--- src/rtl/stopwatch_pkg.sv ---
// Shared types and constants for the stopwatch control block.
package stopwatch_pkg;

    localparam int TIME_W  = 8;
    localparam int SEC_MAX = 59;

    typedef enum logic [2:0] {
        IDLE,
        RUN,
        LAP,
        PAUSE,
        FULL
    } sw_state_t;

    // Width of a counter that holds 0..div-1; never narrower than one bit.
    function automatic int presc_width(input int div);
        return (div <= 2) ? 1 : $clog2(div);
    endfunction

endpackage

--- src/rtl/btn_sync_edge.sv ---
// Two-flop synchronizer for an asynchronous button level, followed by a
// registered rising-edge detector that emits one pulse per press.
module btn_sync_edge (
    input  logic clk,
    input  logic reset,
    input  logic btn,
    output logic pulse
);

    logic r_sync1;
    logic r_sync2;
    logic r_prev;
    logic r_pulse;

    always_ff @(posedge clk or negedge reset) begin
        if (!reset) begin
            r_sync1 <= 1'b0;
            r_sync2 <= 1'b0;
            r_prev  <= 1'b0;
            r_pulse <= 1'b0;
        end else begin
            r_sync1 <= btn;
            r_sync2 <= r_sync1;
            r_prev  <= r_sync2;
            r_pulse <= r_sync2 & ~r_prev;
        end
    end

    assign pulse = r_pulse;

endmodule

--- src/rtl/stopwatch_ctrl.sv ---
// Stopwatch control FSM: button events, prescaled tick, clear pulse and display
// register. Define STOPWATCH_LAP_EN to build in the LAP state and display freeze.
module stopwatch_ctrl
    import stopwatch_pkg::*;
#(
    parameter int CLK_HZ  = 50_000_000,
    parameter int TICK_HZ = 1,
    parameter int MAX_MIN = 99
) (
    input  logic              clk,
    input  logic              reset,
    input  logic              btn_start_stop,
    input  logic              btn_lap_reset,
    input  logic [TIME_W-1:0] cnt_minutes,
    input  logic [TIME_W-1:0] cnt_seconds,
    output logic              tick_en,
    output logic              cnt_clear,
    output logic [TIME_W-1:0] disp_minutes,
    output logic [TIME_W-1:0] disp_seconds,
    output logic              running,
    output logic              lap_active,
    output logic              full
);

    localparam int            DIV        = CLK_HZ / TICK_HZ;
    localparam int            PW         = presc_width(DIV);
    localparam logic [PW-1:0] PRESC_LAST = PW'(DIV - 1);

    sw_state_t         r_state;
    sw_state_t         w_next;
    logic              w_ss;
    logic              w_lr;
    logic              w_lr_ev;
    logic              w_at_max;
    logic              w_counting;
    logic              w_clear_nxt;
    logic [PW-1:0]     r_presc;
    logic              r_clear;
    logic              r_running;
    logic              r_full;
    logic [TIME_W-1:0] r_disp_min;
    logic [TIME_W-1:0] r_disp_sec;

    btn_sync_edge u_sync_ss (
        .clk   (clk),
        .reset (reset),
        .btn   (btn_start_stop),
        .pulse (w_ss)
    );

    btn_sync_edge u_sync_lr (
        .clk   (clk),
        .reset (reset),
        .btn   (btn_lap_reset),
        .pulse (w_lr)
    );

    // A start/stop event in the same cycle swallows the lap/reset event.
    assign w_lr_ev    = w_lr & ~w_ss;
    assign w_at_max   = (cnt_minutes == TIME_W'(MAX_MIN)) && (cnt_seconds == TIME_W'(SEC_MAX));
    assign w_counting = (r_state == RUN) || (r_state == LAP);
    assign tick_en    = w_counting && (r_presc == PRESC_LAST) && !w_at_max;

    always_comb begin
        w_next      = r_state;
        w_clear_nxt = 1'b0;
        case (r_state)
            IDLE: begin
                if (w_ss) begin
                    w_next = RUN;
                end else if (w_lr_ev) begin
                    w_clear_nxt = 1'b1;
                end
            end
            RUN: begin
                if (w_ss) begin
                    w_next = PAUSE;
`ifdef STOPWATCH_LAP_EN
                end else if (w_lr_ev) begin
                    w_next = LAP;
`endif
                end else if (w_at_max) begin
                    w_next = FULL;
                end
            end
`ifdef STOPWATCH_LAP_EN
            LAP: begin
                if (w_ss) begin
                    w_next = PAUSE;
                end else if (w_lr_ev) begin
                    w_next = RUN;
                end else if (w_at_max) begin
                    w_next = FULL;
                end
            end
`endif
            PAUSE: begin
                if (w_ss) begin
                    w_next = RUN;
                end else if (w_lr_ev) begin
                    w_next      = IDLE;
                    w_clear_nxt = 1'b1;
                end
            end
            FULL: begin
                if (w_lr_ev) begin
                    w_next      = IDLE;
                    w_clear_nxt = 1'b1;
                end
            end
            default: begin
                w_next = IDLE;
            end
        endcase
    end

    always_ff @(posedge clk or negedge reset) begin
        if (!reset) begin
            r_state   <= IDLE;
            r_clear   <= 1'b0;
            r_running <= 1'b0;
            r_full    <= 1'b0;
        end else begin
            r_state   <= w_next;
            r_clear   <= w_clear_nxt;
            r_running <= (w_next == RUN) || (w_next == LAP);
            r_full    <= (w_next == FULL);
        end
    end

    // PAUSE keeps the sub-second residue so a resumed run loses no time.
    always_ff @(posedge clk or negedge reset) begin
        if (!reset) begin
            r_presc <= '0;
        end else if ((r_state == IDLE) || (r_state == FULL) || r_clear) begin
            r_presc <= '0;
        end else if (w_counting) begin
            r_presc <= (r_presc == PRESC_LAST) ? '0 : r_presc + 1'b1;
        end
    end

`ifdef STOPWATCH_LAP_EN
    logic r_lap;

    always_ff @(posedge clk or negedge reset) begin
        if (!reset) begin
            r_lap <= 1'b0;
        end else begin
            r_lap <= (w_next == LAP);
        end
    end

    always_ff @(posedge clk or negedge reset) begin
        if (!reset) begin
            r_disp_min <= '0;
            r_disp_sec <= '0;
        end else if (r_state != LAP) begin
            r_disp_min <= cnt_minutes;
            r_disp_sec <= cnt_seconds;
        end
    end

    assign lap_active = r_lap;
`else
    always_ff @(posedge clk or negedge reset) begin
        if (!reset) begin
            r_disp_min <= '0;
            r_disp_sec <= '0;
        end else begin
            r_disp_min <= cnt_minutes;
            r_disp_sec <= cnt_seconds;
        end
    end

    assign lap_active = 1'b0;
`endif

    assign cnt_clear    = r_clear;
    assign running      = r_running;
    assign full         = r_full;
    assign disp_minutes = r_disp_min;
    assign disp_seconds = r_disp_sec;

endmodule

--- config.mk ---
export PLATFORM = sky130hd
export DESIGN_NAME = stopwatch_ctrl
export DESIGN_NICKNAME = d
export VERILOG_FILES = /design/src/rtl/stopwatch_pkg.sv /design/src/rtl/btn_sync_edge.sv /design/src/rtl/stopwatch_ctrl.sv
export SDC_FILE = /design/constraint.sdc
export NUM_CORES = 1
export LEC_CHECK = 0
export ABC_AREA = 1
export ABC_CLOCK_PERIOD_IN_PS = 1290
export CAP_MARGIN = 10
export CORE_ASPECT_RATIO = 0.75
export CORE_MARGIN = 2
export CORE_UTILIZATION = 35
export CTS_BUF_LIST = sky130_fd_sc_hd__clkbuf_4
export DETAILED_ROUTE_END_ITERATION = 10
export SLEW_MARGIN = 10
export SYNTH_ARGS = -nofsm -noshare
export SYNTH_HDL_FRONTEND = slang
export SYNTH_SLANG_ARGS = --single-unit
--- constraint.sdc ---
create_clock -name clk -period 1.29 [get_ports clk]
set_input_delay 0.258 -clock clk [delete_from_list [all_inputs] [get_ports clk]]
set_output_delay 0.258 -clock clk [all_outputs]
set_load 0.1 [all_outputs]
---- After elaboration in Yosys (flattened, before gate mapping) ----
Cells that the tools add are included.
storage, ports and cells
  logic and storage cells ................. 55
  bits in registers ....................... 56
  output and inout port bits .............. 21
  bits of input ports ..................... 20
cells by class
  eq/ne operators ......................... 10
  reductions and logical operators ........ 11
  add/sub/neg operators ................... 1
  bitwise operators ....................... 6
  muxes and demuxes ....................... 12
operators with widths
  cell                                                             number
  26-bit 2-to-1 mux                                                3
  26-bit by 1-bit adder with 26-bit output, second input constant  1
  26-bit == test, second input constant                            1
  3-bit 2-to-1 mux                                                 5
  3-bit case mux with 4 select lines                               1
  3-bit by 2-bit == test with 1-bit output, second input constant  3
  8-bit by 6-bit == test with 1-bit output, second input constant  1
  8-bit by 7-bit == test with 1-bit output, second input constant  1
  3-bit by 1-bit == test with 1-bit output, second input constant  2
  3-bit == test, second input constant                             2
  1-bit logical OR                                                 4
  1-bit bitwise AND                                                3
  1-bit logical AND                                                3
  3-bit logical NOT                                                1
  1-bit inverter                                                   3
  1-bit 2-to-1 mux                                                 2
  1-bit case mux with 2 select lines                               1
  2-bit nonzero test                                               1
  2-bit OR reduction                                               1
  1-bit logical NOT                                                1

---- Depth between registers and ports, before layout ----
Gate-level depths: netlist (run 1).
  depth in word-level cells ............... 7
  depth in mapped cells ................... 10
  depth with buffers taken out ............ 10

---- Cells and area by module ----
Synthesis (run 1) repeated with hierarchy kept, for this count alone.
unflattened totals
  cells, all modules ...................... 344
  area, all modules ....................... 2821.5 um2
by module, submodules not included
  module          area each (um2)  cells each  sequential area each (um2)  times used
  stopwatch_ctrl  2601.2           332         1201.2                      1
  btn_sync_edge   110.1            6           100.1                       2

---- Worst setup path after synthesis (run 1) ----
Ideal clock, no wire load.
  kind .................................... register to output
  from .................................... register r_presc[0]
  to ...................................... output tick_en
  setup slack ............................. -1.996 ns
  buffers on the path ..................... 0
  data required time ...................... 1.032 ns
  arrival ................................. 3.028 ns
  cell stages (with the launch flop) ...... 8
  cells stage by stage .................... dfrtp_1 ha_1 nand2_1 nor2_4 nand2_1 nor2_1 nand2_1 nor3_1
on the way
  word-level cells in the longest chain between the ends .. 3
RTL lines
  element                          line                   source
  start: declaration               stopwatch_ctrl.sv:37   logic [PW-1:0] r_presc;
  start signal: assignment         stopwatch_ctrl.sv:138  r_presc <= (r_presc == PRESC_LAST) ? '0 : r_presc + 1'b1;
  26-bit == test                   stopwatch_ctrl.sv:62   assign tick_en = w_counting && (r_presc == PRESC_LAST) && !w_at_max;
  1-bit logical AND (2 in series)  stopwatch_ctrl.sv:62
  end: declaration                 stopwatch_ctrl.sv:16   output logic tick_en,
Every way passes these cells.

---- Worst setup path after layout (run 1) ----
  from .................................... register r_presc[20]
  to ...................................... output tick_en
The elaborated chain is that of the path after synthesis.

==> metrics, run 1 <==
# DRC 0; clk slew on worst S/H paths 0.17 ns; CTS H-tree lvls 2; RSZ-0062 raised after global routing yes; crit path kind reg2out; ANT cells 0; Seq cells post-synth 56; Synth Area in Simple Gates 36.0%; Seq/Total Area, Yosys 49.6%; failing checks setup timing; DRT iter0 DRCs 127; row count 28; Final Net Count 511; Area Overhead vs Synth 65.2%; fraction of layout cells with a size suffix above 1 40.1%; CTS sink count 56; syn nets 376; Req. time, crit path 1.03 ns; post-synthesis adder-cell area fraction 0.443%; Hold Vio Cnt, Final 0; Worst Skew 0.00885 ns; cell area after synthesis 2820 um^2; critical path capture point type output pin; Vias 2,764; crit path time final 2.09 ns; gr ovfl total 0; status complete, but fails checks; Top Ports 41; Final ANT Viol Nets 0; Setup TNS -7.56 ns; Post-synth EDFFs 0; post-synth cell types 29; HPWL after DPL 5630 um; Pre-antenna DRT Iters 4; Post-Syn Area per Cell 7.95 um^2; dpl ws -0.505 ns; Max Cap Violations 0; IO Port Bufs 39; Synth Warn # 0; largest net degree at the start of global routing 57; Clock Latency Late Sink 0.38 ns; P_leak 2.17 nW; Startpoint Class flop; Fmax 478 MHz; vias in the first global route 2,779; final wirelength 7600 um; mux cell area share after synthesis 0%; Critical Path Fanout Max 2; commonest non-fill, non-tap cell in the layout nand2_1; Critical Path AT 1.83 ns; global-route wire length before repair 13,000 um; HP Class in2reg; CTS tree built; most frequent cells in the layout 87 x nand2_1, 72 x buf_4, 55 x dfrtp_1; initial antenna violation count 0; main flop type after synthesis dfrtp_1; Placer Congestion 0.909; Power Density 1270 nW/um^2; largest family of logic cells by synthesized area simple AND/OR/NAND/NOR gates; DR WL/cell 12.8 um; Initial Utilization 36.0%; PnR worst setup slack -0.801 ns; final setup fails 28; async set-reset flop share out of synthesis 100%; crit share post-route 162%; Gate Count Post-Synth 355; Synth Area in XOR/XNOR 2.17%; All-Layer GR Usage 19.0%; compound-gate portion of the synthesized area 4.61%; CTS buffer count 5; VDD IR-drop max 0.000800 V; chip width 108 um; Die Y 81.8 um; DR vias/cell 4.64; core footprint 7850 um^2; total power 5.91 mW; die area 8810 um^2; clk buf depth 2; Slew Viols, Final 0; Clock Tree Root clkbuf_4
==> through the flow <==
step / hold WS, ns / util (%) / instances / instance area, um^2
after floorplan: -0.0376 / - / 355 / 2870
after global placement: 0.287 / 53.4 / 577 / 4190
after detailed placement: 0.289 / 53.4 / 577 / 4190
after global routing: 0.241 / 59.5 / 596 / 4670
after CTS: 0.274 / 57.9 / 599 / 4550
final: 0.296 / 59.5 / 596 / 4670
==> what timing repair did <==
| action | in CTS | in global routing |
|---|---|---|
| setup buffers | 14 | 4 |
| pin swaps | 17 | 26 |
| endpoints found under the hold margin | 56 | 0 |
| endpoints found under the setup margin | 28 | 47 |
| hold buffers | 1 | 0 |
| resized for setup | 52 | 43 |
==> power by group <==
part,switching (mW),internal [mW],leakage [nW]
registers,0.106,1.90,0.717
logic,1.75,1.31,1.42
clock network,0.588,0.251,0.0367
total,2.45,3.46,2.17
==> final timing paths <==
kind / start / endpoint / slack (ns) / depth (start not counted)
min reg2reg: u_sync_lr.r_sync1$_DFF_PN0_ / u_sync_lr.r_sync2$_DFF_PN0_ / 0.37 / 0
min: btn_lap_reset / u_sync_lr.r_sync1$_DFF_PN0_ / 0.30 / 1
max in group asynchronous: reset / cnt_clear$_DFF_PN0_ / 0.63 / 3
max: r_presc[20]$_DFFE_PN0P_ / tick_en / -0.80 / 7
min in group asynchronous: reset / disp_minutes[5]$_DFF_PN0_ / 0.37 / 3
max reg2reg: r_presc[0]$_DFFE_PN0P_ / r_presc[22]$_DFFE_PN0P_ / -0.32 / 11
==> critical path, stage by stage (launching register included) <==
cell	delay [ns]
dfrtp_1	0.39
nand2_1	0.07
nor2_1	0.25
inv_1	0.12
nor2_4	0.14
nand2_2	0.08
nor3_4	0.19
buf_12	0.21
==> state kept, by name, indices dropped and copies added (netlist names), 3 cells and up <==
signal	count
disp_seconds	8
r_state	3
r_presc	26
disp_minutes	8
==> logic make-up after synthesis <==
family	after synthesis
AO/OA/AOI/OAI	22
XOR/XNOR	7
adder cells (fa/ha/maj)	1
buffers and inverters	48
flip-flops	56
other	1
AND/OR/NAND/NOR	220
==> metal layers <==
layer  GRT usage, %  wire length [um]  share of wire [%]
met5              0                 0                  0
met4           5.64                87                1.1
met3           2.94               370                4.9
met2           29.9              3470                 46
met1           27.3              3670                 48
==> area by class of cell <==
class                   instances  area [um^2]
clock buffers                   6         45.0
inverters                      45          191
well taps                     105          131
clock inverters                 2         17.5
fillers                       683         3180
multi-input cells             251         1500
repair buffers                131         1370
flip-flops and latches         56         1410
==> synth_stat cells, types with 2 or more instances <==
master,n,area (um^2)
nor3_1,8,40.0
nand2_1,99,372
a21oi_1,6,30.0
nand2_2,5,31.3
o21bai_1,3,22.5
xor2_1,5,43.8
nor2_4,4,45.0
inv_4,2,12.5
o32ai_1,2,17.5
o21ai_0,8,40.0
nand3_1,25,125
a31oi_1,2,12.5
nand4_1,11,68.8
nor2_2,5,31.3
dfrtp_1,56,1400
nor2_1,56,210
nor2_8,2,40.0
xnor2_1,2,17.5
inv_1,42,158
nand3_2,3,30.0
Power figures use the tool's default switching activity.
==> run 2: changes to the inputs <==
--- a/config.mk
+++ b/config.mk
@@ -13,6 +13,7 @@
 export CORE_UTILIZATION = 35
 export CTS_BUF_LIST = sky130_fd_sc_hd__clkbuf_4
 export DETAILED_ROUTE_END_ITERATION = 10
+export REMOVE_ABC_BUFFERS = 1
 export SLEW_MARGIN = 10
 export SYNTH_ARGS = -nofsm -noshare
 export SYNTH_HDL_FRONTEND = slang
==> run 2 against run 1 <==
Against the previous run: the flow still finishes with violations (setup timing); combinational power up 5%; core utilization down 0.080 points; register-to-register slack worse by 0.22 ns; critical path depth up 1; setup slack better by 0.10 ns; count of clock-buffer cells in the layout unchanged; global-route usage up 0.13 points; power up 5.3%; final cell count up 0.34%; sequential cell count unchanged; routed wire length up 7.2%.
==> metrics, run 2 (synthesis results as in run 1) <==
Pre-antenna DRT Iters 4; max FFs per register 26; DR vias/cell 4.72; ANT cells 0; Clock Latency Late Sink 0.37 ns; crit path time final 1.99 ns; initial antenna violation count 0; WL met3 368 um; Cells after DPL 580; Power Density 1340 nW/um^2; global-route wire length before repair 13,200 um; PnR worst setup slack -0.700 ns; worst path buffer plus inverter count 1; Final Net Count 513; vias in the first global route 2,785; crit share post-route 154%; DR WL/cell 13.6 um; DRT iter0 DRCs 232; Clock Tree Root clkbuf_4; CP max stage cell dfrtp_1; die area 8810 um^2; clk slew on worst S/H paths 0.16 ns; CTS tree built; Vias 2,825; commonest non-fill, non-tap cell in the layout nand2_1; CTS H-tree lvls 2; HP Class in2reg; failing checks setup timing; # DRC 0; Initial Utilization 36.0%; Crit path top cell by count nand2_2; Top Ports 41; VDD IR-drop max 0.00108 V; Worst Setup SP r_presc[0]$_DFFE_PN0P_; Startpoint Class flop; chip width 108 um; hold_sp btn_start_stop; non-filler cells, final 598; Final ANT Viol Nets 0; WL met2 3940 um; Die Y 81.8 um; P_leak 2.16 nW; Max Cap Violations 0; Slew Viols, Final 0; most frequent cells in the layout 87 x nand2_1, 74 x buf_4, 55 x dfrtp_1; wire length on met1 3740 um; Req. time, crit path 1.03 ns; CP Cell Sequence ha_2, nand2_2, nor2_4, nand2_2, nor2_4, nand2_2, nor3_4, buf_12; crit path kind reg2out; status complete, but fails checks; fraction of layout cells with a size suffix above 1 40.4%; Top Metal Used met4; Worst Skew 0.0138 ns; CP peak stage delay 0.39 ns; final setup fails 32; critical path capture point type output pin; Top reg by flops r_presc; core footprint 7850 um^2; IO Port Bufs 39; row count 28; Area Overhead vs Synth 65.0%; All-Layer GR Usage 19.2%; final wirelength 8150 um; CTS sink count 56; Critical Path AT 1.73 ns; CTS buffer count 5; largest net degree at the start of global routing 57; CP delay by family, top simple AND/OR/NAND/NOR gates; clk buf depth 2; RSZ-0062 raised after global routing yes; gr ovfl total 0; total power 6.23 mW; Fmax 503 MHz; Hold Vio Cnt, Final 0; HPWL after DPL 5920 um; Critical Path Fanout Max 2; Placer Congestion 0.936; Util after Layout 59.4%; reg2reg start r_state[0]$_DFF_PN0_; Hold WS 0.307 ns
## run 2: where the power goes
group          internal (mW)  leakage (nW)  total (mW)  switching [mW]
clock                  0.429        0.0456       0.993           0.564
sequential              1.90         0.717        2.00           0.105
combinational           1.41          1.40        3.23            1.83
## run 2: layout make-up
class                           instances  area (um^2)
Timing Repair Buffer                  133         1390
Fill cell                             683         3190
Clock inverter                          2         35.0
Inverter                               45          189
Tap cell                              105          131
Multi-Input combinational cell        251         1470
Clock buffer                            6         45.0
Sequential cell                        56         1400
## run 2: what timing repair did
action                                  CTS  global route
endpoints found under the setup margin   28            34
hold endpoints to repair                 56             0
pin swaps                                 7            21
gates resized for setup                  56            42
cloned                                    1             0
hold buffers                              1             0
setup buffers                             3             8
## run 2: metrics by stage
step,worst slack [ns],TNS (ns),cell area (um^2)
detailed placement,-0.527,-8.44,4190
global placement,-0.513,-7.45,4190
global route,-0.810,-15.34,4660
floorplan,-2.00,-11.07,2800
finish,-0.700,-12.81,4660
CTS,-0.804,-7.10,4460
## run 2: per-layer routing
| layer | GRT usage, % | vias to the layer above |
|---|---|---|
| li1 | - | 1394 |
| met1 | 27.0 | 1363 |
| met2 | 31.3 | 58 |
| met3 | 3.17 | 10 |
| met4 | 4.49 | 0 |
| met5 | 0 | - |
## run 2: path summary, 6_finish.rpt
kind,endpoint,slack [ns],depth (start not counted)
max in group asynchronous,cnt_clear$_DFF_PN0_,0.61,3
max,tick_en,-0.70,8
min,u_sync_ss.r_sync1$_DFF_PN0_,0.31,1
min in group asynchronous,running$_DFF_PN0_,0.36,3
min reg2reg,u_sync_ss.r_sync2$_DFF_PN0_,0.37,0
max reg2reg,r_presc[25]$_DFFE_PN0P_,-0.54,12
==> run 3: changes to the inputs <==
--- a/config.mk
+++ b/config.mk
@@ -9,9 +9,10 @@
 export ABC_CLOCK_PERIOD_IN_PS = 1290
 export CAP_MARGIN = 10
 export CORE_ASPECT_RATIO = 0.75
-export CORE_MARGIN = 2
+export CORE_MARGIN = 3
 export CORE_UTILIZATION = 35
 export CTS_BUF_LIST = sky130_fd_sc_hd__clkbuf_4
+export CTS_CLUSTER_DIAMETER = 150
 export DETAILED_ROUTE_END_ITERATION = 10
 export REMOVE_ABC_BUFFERS = 1
 export SLEW_MARGIN = 10
==> run 3 against run 2 <==
Against the previous run: the flow still finishes with violations (setup timing); maximum frequency is 6.7% lower; global-route usage down 0.75 points; power decreased by 1.0%; die area rose by 4.3%; routed wire length increased by 4.2%; critical path depth up 1; via count is 1.8% higher; sequential share of layout area is 0.92 points lower; first-iteration DRC count fell by 22%; critical path type unchanged; critical endpoint unchanged; largest cell class unchanged; largest power group unchanged.
==> metrics, run 3 (synthesis results as in run 1) <==
status complete, but fails checks; failing checks setup timing; Critical Path Fanout Max 2; CTS H-tree lvls 2; Die Y 83.8 um; clk slew on worst S/H paths 0.18 ns; initial antenna violation count 0; All-Layer GR Usage 18.4%; Top reg by flops r_presc; final wirelength 8490 um; IO Port Bufs 39; CP peak stage delay 0.45 ns; Req. time, crit path 1.03 ns; Pre-antenna DRT Iters 5; worst reg2reg endpoint r_presc[24]$_DFFE_PN0P_; Placer Congestion 1.00; Clock Tree Root clkbuf_4; Cells after DPL 577; CP delay by family, top simple AND/OR/NAND/NOR gates; vias in the first global route 2,831; Max Cap Violations 0; clk buf depth 2; Top Ports 41; gr ovfl total 0; row count 27; DR WL/cell 14.2 um; Clock Latency Late Sink 0.39 ns; non-filler cells, final 600; chip width 110 um; most frequent cells in the layout 81 x nand2_1, 77 x buf_4, 55 x dfrtp_1; crit path time final 2.13 ns; Area Overhead vs Synth 70.2%; worst hold path cell count 1; PnR worst setup slack -0.843 ns; fraction of layout cells with a size suffix above 1 43.7%; total power 6.16 mW; reg2reg start r_presc[0]$_DFFE_PN0P_; RSZ-0062 raised after global routing yes; Initial Utilization 37.2%; Startpoint Class flop; Final ANT Viol Nets 0; Critical Path AT 1.88 ns; CTS buffer count 5; CP Cell Sequence ha_4, nand2_4, nor2_4, nand2_4, nor2_4, nand2_2, nor3_2, buf_4, buf_12; Hold Path End u_sync_ss.r_sync1$_DFF_PN0_; DRT iter0 DRCs 181; Vias 2,877; CTS sink count 56; Hold Vio Cnt, Final 0; VDD IR-drop max 0.000749 V; CP max stage cell dfrtp_1; crit share post-route 165%; # DRC 0; P_leak 2.25 nW; Slew Viols, Final 0; Hold WS 0.268 ns; Power Density 1280 nW/um^2; crit path kind reg2out; final setup fails 28; Worst Skew 0.0287 ns; HP Class in2reg; largest net degree at the start of global routing 57; cell count of the worst reg-to-reg path 12; commonest non-fill, non-tap cell in the layout nand2_1; worst path buffer plus inverter count 2; DR vias/cell 4.80; HPWL after DPL 6010 um; global-route wire length before repair 13,400 um; Reg2Reg Setup Slack -0.48 ns; core footprint 7600 um^2; Fmax 469 MHz; die area 9190 um^2; critical path capture point type output pin; Final Net Count 519; hold_sp btn_start_stop; max FFs per register 26; ANT cells 0; CTS tree built
## run 3: cell count changes in the layout (fill, tap and decap cells not counted), moves of 2 or more
cell     before  now
buf_4        74   77
nor2_4        9   15
buf_6        16   19
nor2_2       17   12
inv_6         0    2
o21ai_1       3    1
nand2_2      13   16
nand2_4       2    5
o21ai_2       4    6
xor2_1        5    3
nand2_1      87   81
xor2_2        0    2
## run 3: area by class of cell
cell class | count | area [um^2]
multi-input cells | 251 | 1580
repair buffers | 139 | 1440
inverters | 45 | 196
clock buffers | 6 | 45.0
clock inverters | 2 | 17.5
fillers | 626 | 2790
flip-flops and latches | 56 | 1400
well taps | 101 | 126
## run 3: per-layer routing
| layer | part of all wire, % | GRT usage [%] |
|---|---|---|
| met3 | 5.6 | 2.32 |
| met2 | 49 | 29.4 |
| met4 | 1.5 | 5.55 |
| met5 | 0 | 0 |
| met1 | 44 | 26.0 |
## run 3: stage by stage
step | setup WS [ns] | setup TNS [ns] | instance area (um^2) | util (%)
after CTS | -0.827 | -6.20 | 4510 | 59.3
after detailed placement | -0.560 | -9.08 | 4160 | 54.8
after global placement | -0.482 | -8.56 | 4160 | 54.8
after floorplan | -2.00 | -11.07 | 2800 | -
final | -0.843 | -8.91 | 4810 | 63.2
after global routing | -0.946 | -11.94 | 4810 | 63.2
## run 3: how the worst max path moves through the flow
stage / from / end / cells past startpoint
2_1_floorplan: r_presc[0]$_DFFE_PN0P_ / tick_en / 7
3_3_place_gp: cnt_seconds[2] / tick_en / 9
3_5_place_dp: cnt_seconds[2] / tick_en / 9
4_1_cts: r_presc[0]$_DFFE_PN0P_ / tick_en / 9
5_1_grt: r_presc[24]$_DFFE_PN0P_ / tick_en / 9
6_report: r_presc[0]$_DFFE_PN0P_ / tick_en / 9
## run 3: where the power goes
part / switching, mW / internal [mW]
registers: 0.128 / 1.90
logic: 1.88 / 1.41
clock network: 0.598 / 0.251
## run 3: worst register-to-register path, cell delays in order (launching register included)
cell and delay [ns]:
dfrtp_1 0.45, ha_4 0.18, buf_4 0.11, buf_4 0.10, buf_6 0.09, inv_4 0.04
nor2_4 0.19, nand2_2 0.10, inv_2 0.09, nand2_2 0.07, xor2_2 0.18, nand2_1 0.06
nand2_1 0.04
## run 3: timing repair
action | in CTS | in global routing
pin swaps | 20 | 25
hold endpoints to repair | 56 | 0
hold buffers | 1 | 0
setup endpoints to repair | 28 | 45
gates resized for setup | 71 | 57
setup buffers | 6 | 12
